$ cat src/rtl/intan_spi_responder.sv
// Purpose : SPI slave emulating the RHD2000 headstage command link (16-bit frames, 2-deep result pipeline).
// Latency : pin-to-action 3 bus_clk (2 sync + 1 edge detect); frame_valid/frame_error 4 bus_clk after CS rise.
// Backpr. : none; the SPI master sets the pace, so SCLK phases must be >= 4 bus_clk and CS high >= 3 bus_clk.
//
// Ports:
//   bus_clk     in   system clock, all state on rising edge
//   reset_n     in   asynchronous active-low reset
//   SCLK        in   SPI clock from master (asynchronous, synchronized here)
//   CS          in   active-low chip select (asynchronous, synchronized here)
//   MOSI        in   command bit (asynchronous, synchronized here)
//   MISO        out  registered result bit
//   frame_valid out  one-cycle pulse: a complete 16-bit frame was executed
//   frame_cmd   out  last executed command word, held until the next frame_valid
//   frame_error out  one-cycle pulse: CS rose with a bit count other than 16
module intan_spi_responder #(
    parameter logic [7:0] CHIP_ID   = 8'd2,
    parameter int         NUM_WREGS = 22
) (
    input  logic        bus_clk,
    input  logic        reset_n,
    input  logic        SCLK,
    input  logic        CS,
    input  logic        MOSI,
    output logic        MISO,
    output logic        frame_valid,
    output logic [15:0] frame_cmd,
    output logic        frame_error
);

    typedef enum logic [1:0] {
        ST_IDLE  = 2'd0,
        ST_SHIFT = 2'd1,
        ST_EXEC  = 2'd2
    } state_t;

    // ------------------------------------------------------------------
    // Input synchronizers and edge detection
    // ------------------------------------------------------------------
    logic r_sclk_s1, r_sclk_s2, r_sclk_d;
    logic r_cs_s1,   r_cs_s2,   r_cs_d;
    logic r_mosi_s1, r_mosi_s2;

    // The CS chain resets to 0 (as if selected): a frame already in progress
    // when reset releases produces no falling edge and is therefore ignored,
    // while an idle-high CS only yields a rising edge that IDLE discards.
    always_ff @(posedge bus_clk or negedge reset_n) begin
        if (!reset_n) begin
            r_sclk_s1 <= 1'b0;
            r_sclk_s2 <= 1'b0;
            r_sclk_d  <= 1'b0;
            r_cs_s1   <= 1'b0;
            r_cs_s2   <= 1'b0;
            r_cs_d    <= 1'b0;
            r_mosi_s1 <= 1'b0;
            r_mosi_s2 <= 1'b0;
        end else begin
            r_sclk_s1 <= SCLK;
            r_sclk_s2 <= r_sclk_s1;
            r_sclk_d  <= r_sclk_s2;
            r_cs_s1   <= CS;
            r_cs_s2   <= r_cs_s1;
            r_cs_d    <= r_cs_s2;
            r_mosi_s1 <= MOSI;
            r_mosi_s2 <= r_mosi_s1;
        end
    end

    logic w_sclk_rise, w_sclk_fall, w_cs_rise, w_cs_fall;
    assign w_sclk_rise =  r_sclk_s2 & ~r_sclk_d;
    assign w_sclk_fall = ~r_sclk_s2 &  r_sclk_d;
    assign w_cs_rise   =  r_cs_s2   & ~r_cs_d;
    assign w_cs_fall   = ~r_cs_s2   &  r_cs_d;

    // ------------------------------------------------------------------
    // Frame state machine
    // ------------------------------------------------------------------
    state_t r_state, w_state_nxt;
    logic   r_fall_pend;     // CS fall seen while in EXEC, serviced from IDLE
    logic   w_start;         // load transmit word and begin a frame
    logic   w_exec;          // single execute cycle after CS rise

    always_ff @(posedge bus_clk or negedge reset_n) begin
        if (!reset_n) begin
            r_state <= ST_IDLE;
        end else begin
            r_state <= w_state_nxt;
        end
    end

    always_comb begin
        w_state_nxt = r_state;
        w_start     = 1'b0;
        w_exec      = 1'b0;
        case (r_state)
            ST_IDLE: begin
                if (w_cs_fall || r_fall_pend) begin
                    w_start     = 1'b1;
                    w_state_nxt = ST_SHIFT;
                end
            end
            ST_SHIFT: begin
                if (w_cs_rise) begin
                    w_state_nxt = ST_EXEC;
                end
            end
            ST_EXEC: begin
                w_exec      = 1'b1;
                w_state_nxt = ST_IDLE;
            end
            default: begin
                w_state_nxt = ST_IDLE;
            end
        endcase
    end

    always_ff @(posedge bus_clk or negedge reset_n) begin
        if (!reset_n) begin
            r_fall_pend <= 1'b0;
        end else if (w_exec && w_cs_fall) begin
            r_fall_pend <= 1'b1;
        end else if (w_start) begin
            r_fall_pend <= 1'b0;
        end
    end

    // ------------------------------------------------------------------
    // Shift registers and result pipeline
    // ------------------------------------------------------------------
    logic [15:0] r_rx_sr;
    logic [15:0] r_tx_sr;
    logic [4:0]  r_bit_cnt;
    logic        r_miso;
    logic [15:0] r_res_q1;
    logic [15:0] r_res_q2;
    logic [9:0]  r_frame_cnt;
    logic [15:0] r_frame_cmd;
    logic        r_frame_valid;
    logic        r_frame_error;
    logic [7:0]  r_regs [NUM_WREGS];

    // Command fields
    logic [1:0]  w_op;
    logic [5:0]  w_addr;
    logic [7:0]  w_wdat;
    logic        w_frame_ok;
    logic        w_in_rf;
    logic [7:0]  w_rd_val;
    logic [15:0] w_result;

    assign w_op       = r_rx_sr[15:14];
    assign w_addr     = r_rx_sr[13:8];
    assign w_wdat     = r_rx_sr[7:0];
    assign w_frame_ok = (r_bit_cnt == 5'd16);

    // Read mux: writable file first, then the "INTAN" ROM and the chip ID.
    always_comb begin
        w_in_rf  = 1'b0;
        w_rd_val = 8'h00;
        for (int i = 0; i < NUM_WREGS; i++) begin
            if (w_addr == 6'(i)) begin
                w_in_rf  = 1'b1;
                w_rd_val = r_regs[i];
            end
        end
        if (!w_in_rf) begin
            case (w_addr)
                6'd40:   w_rd_val = 8'h49;
                6'd41:   w_rd_val = 8'h4E;
                6'd42:   w_rd_val = 8'h54;
                6'd43:   w_rd_val = 8'h41;
                6'd44:   w_rd_val = 8'h4E;
                6'd63:   w_rd_val = CHIP_ID;
                default: w_rd_val = 8'h00;
            endcase
        end
    end

    always_comb begin
        w_result = 16'h0000;
        case (w_op)
            2'b00: w_result = {r_frame_cnt, w_addr};
            2'b01: w_result = ((r_rx_sr == 16'h5500) || (r_rx_sr == 16'h6A00)) ? 16'h8000 : 16'h0000;
            2'b10: w_result = {8'hFF, w_wdat};
            2'b11: w_result = {8'h00, w_rd_val};
            default: w_result = 16'h0000;
        endcase
    end

    always_ff @(posedge bus_clk or negedge reset_n) begin
        if (!reset_n) begin
            r_rx_sr       <= 16'h0000;
            r_tx_sr       <= 16'h0000;
            r_bit_cnt     <= 5'd0;
            r_miso        <= 1'b0;
            r_res_q1      <= 16'h0000;
            r_res_q2      <= 16'h0000;
            r_frame_cnt   <= 10'd0;
            r_frame_cmd   <= 16'h0000;
            r_frame_valid <= 1'b0;
            r_frame_error <= 1'b0;
        end else begin
            r_frame_valid <= 1'b0;
            r_frame_error <= 1'b0;

            if (w_start) begin
                // The oldest pipeline result goes out MSB first in this frame.
                r_tx_sr   <= r_res_q2;
                r_miso    <= r_res_q2[15];
                r_bit_cnt <= 5'd0;
            end else if (r_state == ST_SHIFT) begin
                if (w_cs_rise) begin
                    r_miso <= 1'b0;
                end else begin
                    if (w_sclk_rise) begin
                        r_rx_sr <= {r_rx_sr[14:0], r_mosi_s2};
                        if (r_bit_cnt != 5'd31) begin
                            r_bit_cnt <= r_bit_cnt + 5'd1;
                        end
                    end
                    if (w_sclk_fall) begin
                        // Zero fill drives MISO low once all 16 bits are out.
                        r_tx_sr <= {r_tx_sr[14:0], 1'b0};
                        r_miso  <= r_tx_sr[14];
                    end
                end
            end else if (w_exec) begin
                if (w_frame_ok) begin
                    r_res_q2      <= r_res_q1;
                    r_res_q1      <= w_result;
                    r_frame_cmd   <= r_rx_sr;
                    r_frame_valid <= 1'b1;
                    if ((w_op == 2'b00) && (w_addr == 6'd0)) begin
                        r_frame_cnt <= r_frame_cnt + 10'd1;
                    end
                end else begin
                    r_frame_error <= 1'b1;
                end
            end
        end
    end

    // Writable register file: only addresses below NUM_WREGS exist.
    always_ff @(posedge bus_clk or negedge reset_n) begin
        if (!reset_n) begin
            for (int i = 0; i < NUM_WREGS; i++) begin
                r_regs[i] <= 8'h00;
            end
        end else if (w_exec && w_frame_ok && (w_op == 2'b10)) begin
            for (int i = 0; i < NUM_WREGS; i++) begin
                if (w_addr == 6'(i)) begin
                    r_regs[i] <= w_wdat;
                end
            end
        end
    end

    assign MISO        = r_miso;
    assign frame_valid = r_frame_valid;
    assign frame_cmd   = r_frame_cmd;
    assign frame_error = r_frame_error;

endmodule

$ cat config.mk
export PLATFORM = sky130hd
export DESIGN_NAME = intan_spi_responder
export DESIGN_NICKNAME = d
export VERILOG_FILES = /design/src/rtl/intan_spi_responder.sv
export SDC_FILE = /design/constraint.sdc
export NUM_CORES = 1
export LEC_CHECK = 0
export CORE_UTILIZATION = 40
export DETAILED_ROUTE_END_ITERATION = 12
export GPL_ROUTABILITY_DRIVEN = 0
export PLACE_DENSITY = 0.58
export SLEW_MARGIN = 5
export SYNTH_ARGS = -nofsm -noshare
export SYNTH_HDL_FRONTEND = slang
export SYNTH_SLANG_ARGS = --single-unit
$ cat constraint.sdc
create_clock -name bus_clk -period 3.7 [get_ports bus_clk]
set_input_delay 0.74 -clock bus_clk [delete_from_list [all_inputs] [get_ports bus_clk]]
set_output_delay 0.74 -clock bus_clk [all_outputs]
set_load 0.05 [all_outputs]
==> impl_metrics.py, run 1 <==
metrics = {
    "global_routing": {
        "grt_usage": 0.2274,
        "grt_pass1_wl_mm": 59.55,
        "antenna_found_initial": 1,
        "first_global_vias": 9760,
        "grt_max_degree": 91,
        "gr-total-overflow": 0,
    },
    "layout": {
        "syn2layout_area_growth_pct": 14.62,
        "antenna_cells_inserted": 0,
        "final_cell_mix": "dfrtp_1, mux2_2, nand2_1",
        "final_common_cell": "dfrtp_1",
        "nets": 1238,
        "drive_above_1_share": 0.2666,
    },
    "floorplan": {
        "ioPinCount": 24,
        "dieArea_um2": 34120,
        "fp.dieH_um": 184.7,
        "start_util": 0.4084,
        "fp.dieW_um": 184.7,
        "core_um2": 32700,
        "rows": 66,
    },
    "drt": {
        "firstDrtPassIters": 7,
        "wl_per_cell_um": 22.23,
        "route.detailed.drc": 0,
        "ant_nets": 0,
        "drtIter0Drc": 935,
        "viasPerCell": 5.762,
        "wirelength_mm": 37.68,
        "via_count": 9767,
    },
    "worst_setup_path": {
        "worst-path-max-fanout": 23,
        "reg2reg_depth": 9,
        "crit_required_ns": 4.12,
        "rr_endpoint": "r_res_q1[4]",
        "r2r-start": "r_rx_sr[10]",
        "regToRegSetupSlack_ns": 0.41,
        "worstSetupPathType": "flop to flop",
        "critical_path.slowest_cell": "dfrtp_1",
        "endpoint_kind": "flop",
        "crit_path_start_kind": "flop",
        "slowest_delay_ns": 0.62,
        "path_cells": "buf_4, nor4bb_2, buf_4, nand2_1, o21ai_1, a221o_1, a21oi_1, a221oi_1, o21ai_0",
        "arrival_ns": 3.71,
        "crit_top_cell": "buf_4",
    },
    "synthesis": {
        "async_flop_share": 1.000,
        "synth.avg_cell_area_um2": 10.93,
        "synth.cell_area_um2": 13360,
        "yosysSeqAreaShare": 0.5321,
        "synth_edf_count": 0,
        "synthesis.instances": 1222,
        "ys.flop_type": "dfrtp_1",
        "synth.distinct_cells": 67,
        "synth_warnings": 0,
        "synth-seq-cells": 284,
        "syn-num-nets": 1231,
    },
    "sta": {
        "tns_ns": 0,
        "fin_hold_ws_ns": 0.1780,
        "drv_slew": 0,
        "relSlewSlack": 0.4179,
        "clock-skew-final_ns": 0.02079,
        "min_period_ns": 3.289,
        "tightest_slew_ns": 0.8710,
        "fmax_ghz": 0.3040,
        "setup_viol_count_final": 0,
        "rsz0062_at_grt": "no",
        "hold_viol": 0,
        "period_share": 0.8890,
    },
    "clock_tree": {
        "clock_sinks": 284,
        "root_buffer": "clkbuf_16",
        "ctsHoldBuffers": 0,
        "post_cts_buffers": 0,
        "clock_latency_ns": 0.57,
        "cts_tree": "yes",
        "clk_pin_slew_ns": 0.06,
        "clk_path_buf_depth": 3,
        "cts_resized": 0,
        "htree_levels": 1,
        "cts_made_buffers": 31,
    },
    "job": {
        "cap_violations": 0,
    },
    "place": {
        "placement.io_buffers": 23,
        "dp_hpwl_mm": 25.26,
    },
    "pwr": {
        "cellPowerDensity_nw_per_um2": 503.0,
        "vdd_ir_drop_max_v": 0.0003521,
        "power_mw": 7.700,
        "leakage_nw": 7.168,
    },
    "min_path": {
        "min_path_type": "input port to asynchronous set/reset pin",
    },
    "status": {
        "status": "complete, no violations",
    },
}
-- Yosys cell counts (12+ instances only) --
library cell | n | area share
o22ai_1 | 19 | 0.0089
clkbuf_1 | 72 | 0.020
mux2_2 | 203 | 0.17
a21oi_1 | 48 | 0.018
o21ai_0 | 51 | 0.019
buf_1 | 14 | 0.0039
o221ai_1 | 15 | 0.0098
a31oi_1 | 21 | 0.0098
dfrtp_1 | 284 | 0.53
mux2i_1 | 18 | 0.013
inv_1 | 12 | 0.0034
nand2_1 | 184 | 0.052
nor2_1 | 85 | 0.024
-- worst max-delay path: cells and delay by family, from the launching register on --
family          cells  cell delay, ns
buf+inv             2            0.64
compound gates      5            1.36
flops               1            0.62
simple gates        2            0.51
-- final cells by class --
type / instances / area [um^2]
multi-input cells: 833 / 5857
inverters: 12 / 45.04
well taps: 442 / 553.0
clock buffers: 37 / 848.3
clock inverters: 20 / 294.0
flip-flops and latches: 284 / 7108
repair buffers: 67 / 603.1
fillers: 3058 / 17390
-- sequential cells by signal, summed over array words and instances (netlist names), 2 cells and up --
register and cells:
r_bit_cnt 5, r_tx_sr 15, r_res_q1 16, r_regs 176, r_frame_cnt 10, r_rx_sr 16, r_state 2, r_res_q2 16
frame_cmd 16
-- cells by family after synthesis --
kind of cell,after synthesis,share of synthesized area
buf+inv,105,0.03110
xor+xnor,13,0.008525
simple gates,365,0.1256
mux,224,0.1889
flops,284,0.5321
fa+ha+maj,4,0.003748
compound gates,227,0.1100
-- worst max-delay path by stage --
stage | from | to | cells after the start
floorplan | r_bit_cnt[0] | r_regs[144] | 9
global placement | r_rx_sr[11] | r_res_q1[5] | 7
detailed placement | r_rx_sr[10] | r_res_q1[4] | 9
CTS | r_rx_sr[10] | r_res_q1[4] | 9
global route | r_rx_sr[10] | r_res_q1[4] | 9
finish | r_rx_sr[10] | r_res_q1[4] | 9
-- through the flow --
step | std cells | instance area, um^2 | setup slack (ns) | utilization
4_1_cts | 1695 | 15310 | 0.4915 | 0.4681
3_3_place_gp | 1638 | 14170 | 0.4974 | 0.4332
5_1_grt | 1695 | 15310 | 0.1762 | 0.4681
2_1_floorplan | 1222 | 13360 | 1.307 | -
3_5_place_dp | 1638 | 14170 | 0.5076 | 0.4332
6_report | 1695 | 15310 | 0.4107 | 0.4681
-- layer usage --
layer  GRT usage  vias up  routed length (um)  part of all wire
met5           0        -                   0                 0
met4     0.07306        0                1178             0.031
met3     0.03458       71                2202             0.058
met2      0.3532      362               17080              0.45
met1      0.3249     4965               17220              0.46
li1            -     4369                   -                 -
-- report_power, final --
part / internal [mW] / switching (mW) / total [mW]
Combinational: 0.240 / 0.551 / 0.790
Sequential: 3.24 / 0.233 / 3.48
Clock: 2.12 / 1.31 / 3.43
Total: 5.60 / 2.10 / 7.70
(Power assumes the default switching activity.)
==> run 2, diff against run 1 <==
SLEW_MARGIN = 20   (was 5)
==> results of run 2 <==
Final layout, timing and power as in run 1 (identical DEF).
